`config.mk`:
```
export PLATFORM = sky130hd
export DESIGN_NAME = systolic_feeder
export DESIGN_NICKNAME = d
export VERILOG_FILES = /design/src/rtl/systolic_feeder.sv
export SDC_FILE = /design/constraint.sdc
export NUM_CORES = 1
export LEC_CHECK = 0
export ABC_AREA = 1
export ABC_CLOCK_PERIOD_IN_PS = 1800
export CORE_ASPECT_RATIO = 1.4
export CORE_MARGIN = 2
export CORE_UTILIZATION = 40
export DETAILED_ROUTE_END_ITERATION = 6
export PLACE_DENSITY = 0.69
export SLEW_MARGIN = 5
export SYNTH_ARGS = -nofsm -noshare
export SYNTH_HDL_FRONTEND = slang
export SYNTH_SLANG_ARGS = --single-unit
```
`constraint.sdc`:
```
create_clock -name clk -period 1.8 [get_ports clk]
set_input_delay 0.27 -clock clk [delete_from_list [all_inputs] [get_ports clk]]
set_output_delay 0.27 -clock clk [all_outputs]
set_load 0.005 [all_outputs]
```
`src/rtl/systolic_feeder.sv`:
```
// Input staging for a systolic row: accepts activation vectors, skews lane r by r cycles,
// and emits the clock-enable, weight address and control word that travel with lane 0.
module systolic_feeder #(
  parameter int WIDTH          = 8,
  parameter int ROWS           = 4,
  parameter int MEM_ADDR_WIDTH = 4
) (
  input  logic                      clk,
  input  logic                      rst_n,
  input  logic                      in_valid,
  output logic                      in_ready,
  input  logic [ROWS*WIDTH-1:0]     in_data,
  input  logic                      in_last,
  output logic                      ce_out,
  output logic [ROWS*WIDTH-1:0]     x_out,
  output logic [MEM_ADDR_WIDTH-1:0] mem_addr_out,
  output logic [31:0]               ctrl_out,
  output logic                      done
);

  typedef enum logic [1:0] {
    IDLE,
    STREAM,
    DRAIN
  } state_t;

  localparam int DCW = (ROWS > 2) ? $clog2(ROWS - 1) : 1;
  localparam logic [DCW-1:0] DRAIN_LAST = DCW'((ROWS > 1) ? ROWS - 2 : 0);

  state_t         state;
  state_t         state_next;
  logic [DCW-1:0] drain_cnt;
  logic [15:0]    vec_cnt;
  logic           accept;
  logic           shift;
  logic           tile_end;
  logic [31:0]    ctrl_next;

  assign in_ready = (state != DRAIN);
  assign accept   = in_valid & in_ready;
  assign shift    = (state != IDLE) | accept;

  // A single-row array needs no drain: the last vector is complete one cycle after accept.
  always_comb begin
    state_next = state;
    tile_end   = 1'b0;
    case (state)
      IDLE: begin
        if (accept) begin
          if (!in_last) begin
            state_next = STREAM;
          end else if (ROWS == 1) begin
            tile_end = 1'b1;
          end else begin
            state_next = DRAIN;
          end
        end
      end
      STREAM: begin
        if (accept && in_last) begin
          if (ROWS == 1) begin
            state_next = IDLE;
            tile_end   = 1'b1;
          end else begin
            state_next = DRAIN;
          end
        end
      end
      DRAIN: begin
        if (drain_cnt == DRAIN_LAST) begin
          state_next = IDLE;
          tile_end   = 1'b1;
        end
      end
      default: state_next = IDLE;
    endcase
  end

  always_comb begin
    ctrl_next        = '0;
    ctrl_next[0]     = accept;
    ctrl_next[1]     = accept & (state == IDLE);
    ctrl_next[2]     = accept & in_last;
    ctrl_next[3]     = (state_next == DRAIN);
    ctrl_next[31:16] = accept ? vec_cnt : ctrl_out[31:16];
  end

  always_ff @(posedge clk or negedge rst_n) begin
    if (!rst_n) begin
      state     <= IDLE;
      drain_cnt <= '0;
    end else begin
      state     <= state_next;
      drain_cnt <= (state == DRAIN) ? drain_cnt + 1'b1 : '0;
    end
  end

  always_ff @(posedge clk or negedge rst_n) begin
    if (!rst_n) begin
      vec_cnt <= '0;
    end else if (state_next == IDLE) begin
      vec_cnt <= '0;
    end else if (accept && (vec_cnt != '1)) begin
      vec_cnt <= vec_cnt + 16'd1;
    end
  end

  // Address and index hold through bubbles and drain so they always name the last real vector.
  always_ff @(posedge clk or negedge rst_n) begin
    if (!rst_n) begin
      ce_out       <= 1'b0;
      done         <= 1'b0;
      mem_addr_out <= '0;
      ctrl_out     <= '0;
    end else begin
      ce_out   <= accept | (state_next != IDLE);
      done     <= tile_end;
      ctrl_out <= ctrl_next;
      if (accept) begin
        mem_addr_out <= MEM_ADDR_WIDTH'(vec_cnt);
      end
    end
  end

  for (genvar r = 0; r < ROWS; r++) begin : g_lane
    logic [WIDTH-1:0] chain [r+1];

    always_ff @(posedge clk or negedge rst_n) begin
      if (!rst_n) begin
        for (int unsigned k = 0; k <= unsigned'(r); k++) begin
          chain[k] <= '0;
        end
      end else if (shift) begin
        chain[0] <= accept ? in_data[r*WIDTH +: WIDTH] : '0;
        for (int unsigned k = 1; k <= unsigned'(r); k++) begin
          chain[k] <= chain[k-1];
        end
      end
    end

    assign x_out[r*WIDTH +: WIDTH] = chain[r];
  end

endmodule

```
==> flow_metrics.tcl <==
set metrics [dict create \
    status "complete, no violations" \
    drt-total-wl_um 11620 \
    holdCritPathClass "primary input to asynchronous set/reset pin" \
    fillers 1164 \
    drv_cap 0 \
    grt_pass1_wl_um 19500 \
    synth_edf_count 0 \
    use_met2_pct 30.12 \
    p_leak_uw 0.003223 \
    ys_seq_elements 122 \
    rows 50 \
    multi_input_area_um2 1755 \
    min_period_ns 1.651 \
    path_common_cell "nand2_2" \
    worst_ep_arrival_time_ns 1.98 \
    coreArea_um2 13200 \
    setup_violations 0 \
    h-tree-depth 4 \
    dp_hpwl_um 8006 \
    slowest_stage "o21ai_4" \
    fin_crit_sh_pct 91.71 \
    ir_drop_mv 0.5412 \
    cts.reportedPaths.clkPinSlew_ns 0.06 \
    drc 0 \
    slowest_delay_ns 0.40 \
    grt_overflow_total 0 \
    vias_per_cell 4.846 \
    clockBufferDepth 2 \
    dr_total_vias 3770 \
    cp.required_ns 2.13 \
    die-area_um2 14320 \
    synth_area_um2 5346 \
    finish.utilization_pct 52.46 \
    hold_viol_final 0 \
    synth-seq-area-share_pct 57.10 \
    drive_gt1_share_pct 18.46 \
    die-width_um 101.7 \
    rsz0062_at_grt "no" \
    yosysMostFrequentCell "dfrtp_1" \
    antenna_left 0 \
    grt.total_usage_pct 17.32 \
    antenna_found_initial 0 \
    cts_tree "done" \
    cts.sinks 122 \
    met3_usage_pct 4.561 \
    dp.cells 743 \
    numCtsBuffers 17 \
    drt-pass1-iter-count 6 \
    hold_slack_ns 0.3692 \
    regArea_um2 3054 \
    fmax_ghz 0.6057 \
    ys_async_sr_fraction_pct 100.0 \
    ys_warn_count 0 \
    first_global_vias 3984 \
    synth_top_area_share_pct 57.10 \
    nets 621 \
    syn_area_per_cell_um2 10.67 \
    synthTopCellsByArea "dfrtp_1 (57%), mux2_2 (8.2%), nand2_1 (6.0%)" \
    postSynthCellCount 501 \
    cp_top_family "compound AO/OA/AOI/OAI gates" \
    fin_setup_tns_ns 0 \
    cp-end-kind "flop" \
    cts-root-buf "clkbuf_16" \
    synth_cell_types 27 \
    start_util_pct 40.50 \
    ios 107 \
    first_iter_violations 134 \
    cp-start-kind "flop" \
    cp_cell_sequence "ha_1 -> nand2_2 -> nor2_4 -> nand2_4 -> o21ai_4 -> nand2_2 -> o21ai_1" \
    worst-setup-path-type "flop to flop" \
    gp_congestion 0.8463 \
    skew_ns 0.007187 \
    ys.flop_type "dfrtp_1" \
    diodes 0 \
    routedWlPerCell_um 14.94 \
    powerDensity_nw_per_um2 1450 \
    post_layout_nonfiller_instances 778 \
    io_buffers 94 \
    clkLatencyLatePin_ns 0.41 \
    grt_use_met1_pct 20.74 \
    yosys-top-cells-count "dfrtp_1 (122), nand2_1 (86), buf_4 (42)" \
    grt_busiest_layer "met2" \
    area_growth_syn_to_layout_pct 29.53 \
    cp_max_fo 14 \
    grt_max_degree 55 \
    path_buf_inv 0 \
    slew_violations 0 \
    fp.dieH_um 140.8 \
    yosys.area.top_type "dfrtp_1" \
]
layer usage:
layer  part of all wire [%]  vias up
li1                       -     1787
met1                     42     1860
met2                     52      112
met3                    4.9       11
met4                    1.0        0
met5                      0        -
flip-flops by register name, indices dropped and copies added (netlist names):
name and count:
ctrl_out 17, g_lane.chain 56, x_out 24, drain_cnt 2
done 1, ce_out 1, state 2, mem_addr_out 3
vec_cnt 16
cell type report:
class / instances / share of cell area [%]
inverter: 41 / 2.258
timing repair buffer: 115 / 17.11
clock buffer: 19 / 6.540
clock inverter: 13 / 1.355
tap: 182 / 3.288
multi-input combinational: 286 / 25.35
sequential: 122 / 44.10
per-stage QoR:
step                power [uW]  instance area (um2)  setup slack [ns]
floorplan                 5842                 5388            0.3409
global placement          6872                 6346          0.001242
detailed placement        7001                 6346          -0.01386
CTS                      10180                 6925            0.1284
global route             10630                 6925           0.02005
finish                   10040                 6925            0.1491
where the power goes:
group / total (uW) / internal [uW] / switching, uW
combinational: 3010 / 1660 / 1350
clock: 3080 / 1840 / 1240
sequential: 3950 / 3530 / 417
worst reg2reg max path: cells and delay by family (launching register included):
kind                     cells  cell delay, ns
AO/OA/AOI/OAI                2            0.54
adder cells (fa/ha/maj)      1            0.23
AND/OR/NAND/NOR              4            0.43
flip-flops                   1            0.38
what timing repair did:
| item | CTS | global route |
|---|---|---|
| hold buffers | 1 | 0 |
| buffers inserted | 2 | 0 |
| endpoints found under the setup margin | 1 | 0 |
| endpoints found under the hold margin | 31 | 0 |
| resized for setup | 4 | 0 |
layout by cell type, fill, tap and decap left out, types with 7 or more instances in the layout:
cell	netlist	routed
o21ai_0	21	21
nand3_1	30	30
mux2_2	39	39
buf_4	42	14
nand4_1	14	14
inv_1	39	39
a21oi_1	8	8
conb_1	1	12
clkbuf_16	0	17
buf_12	0	7
a32o_1	25	25
dfrtp_1	122	121
nor2_1	27	27
clkdlybuf4s50_1	0	92
nand2_1	86	86
cell families after synthesis:
| logic type | count (synthesis) | share of synthesized area [%] |
|---|---|---|
| AOI/OAI and AO/OA | 58 | 7.980 |
| xor gates and xnor gates | 2 | 0.3277 |
| adders and majority gates | 2 | 0.4680 |
| buffers and inverters | 104 | 10.93 |
| DFF | 122 | 57.10 |
| muxes | 39 | 8.214 |
| other | 1 | 0.07014 |
| and+or+nand+nor | 173 | 14.91 |
final timing paths:
kind | startpoint | to | slack, ns | cells after the start
min in group clk | in_data[8] | g_lane[1].chain[8] | 0.43 | 3
setup reg to reg | vec_cnt[1] | vec_cnt[0] | 0.15 | 7
hold reg to reg | drain_cnt[0] | drain_cnt[0] | 0.44 | 1
setup / recovery | vec_cnt[1] | vec_cnt[0] | 0.15 | 7
hold / removal | rst_n | g_lane[2].chain[10] | 0.37 | 2
max in group asynchronous | rst_n | state[0] | 0.79 | 3
Power figures use the tool's default switching activity.
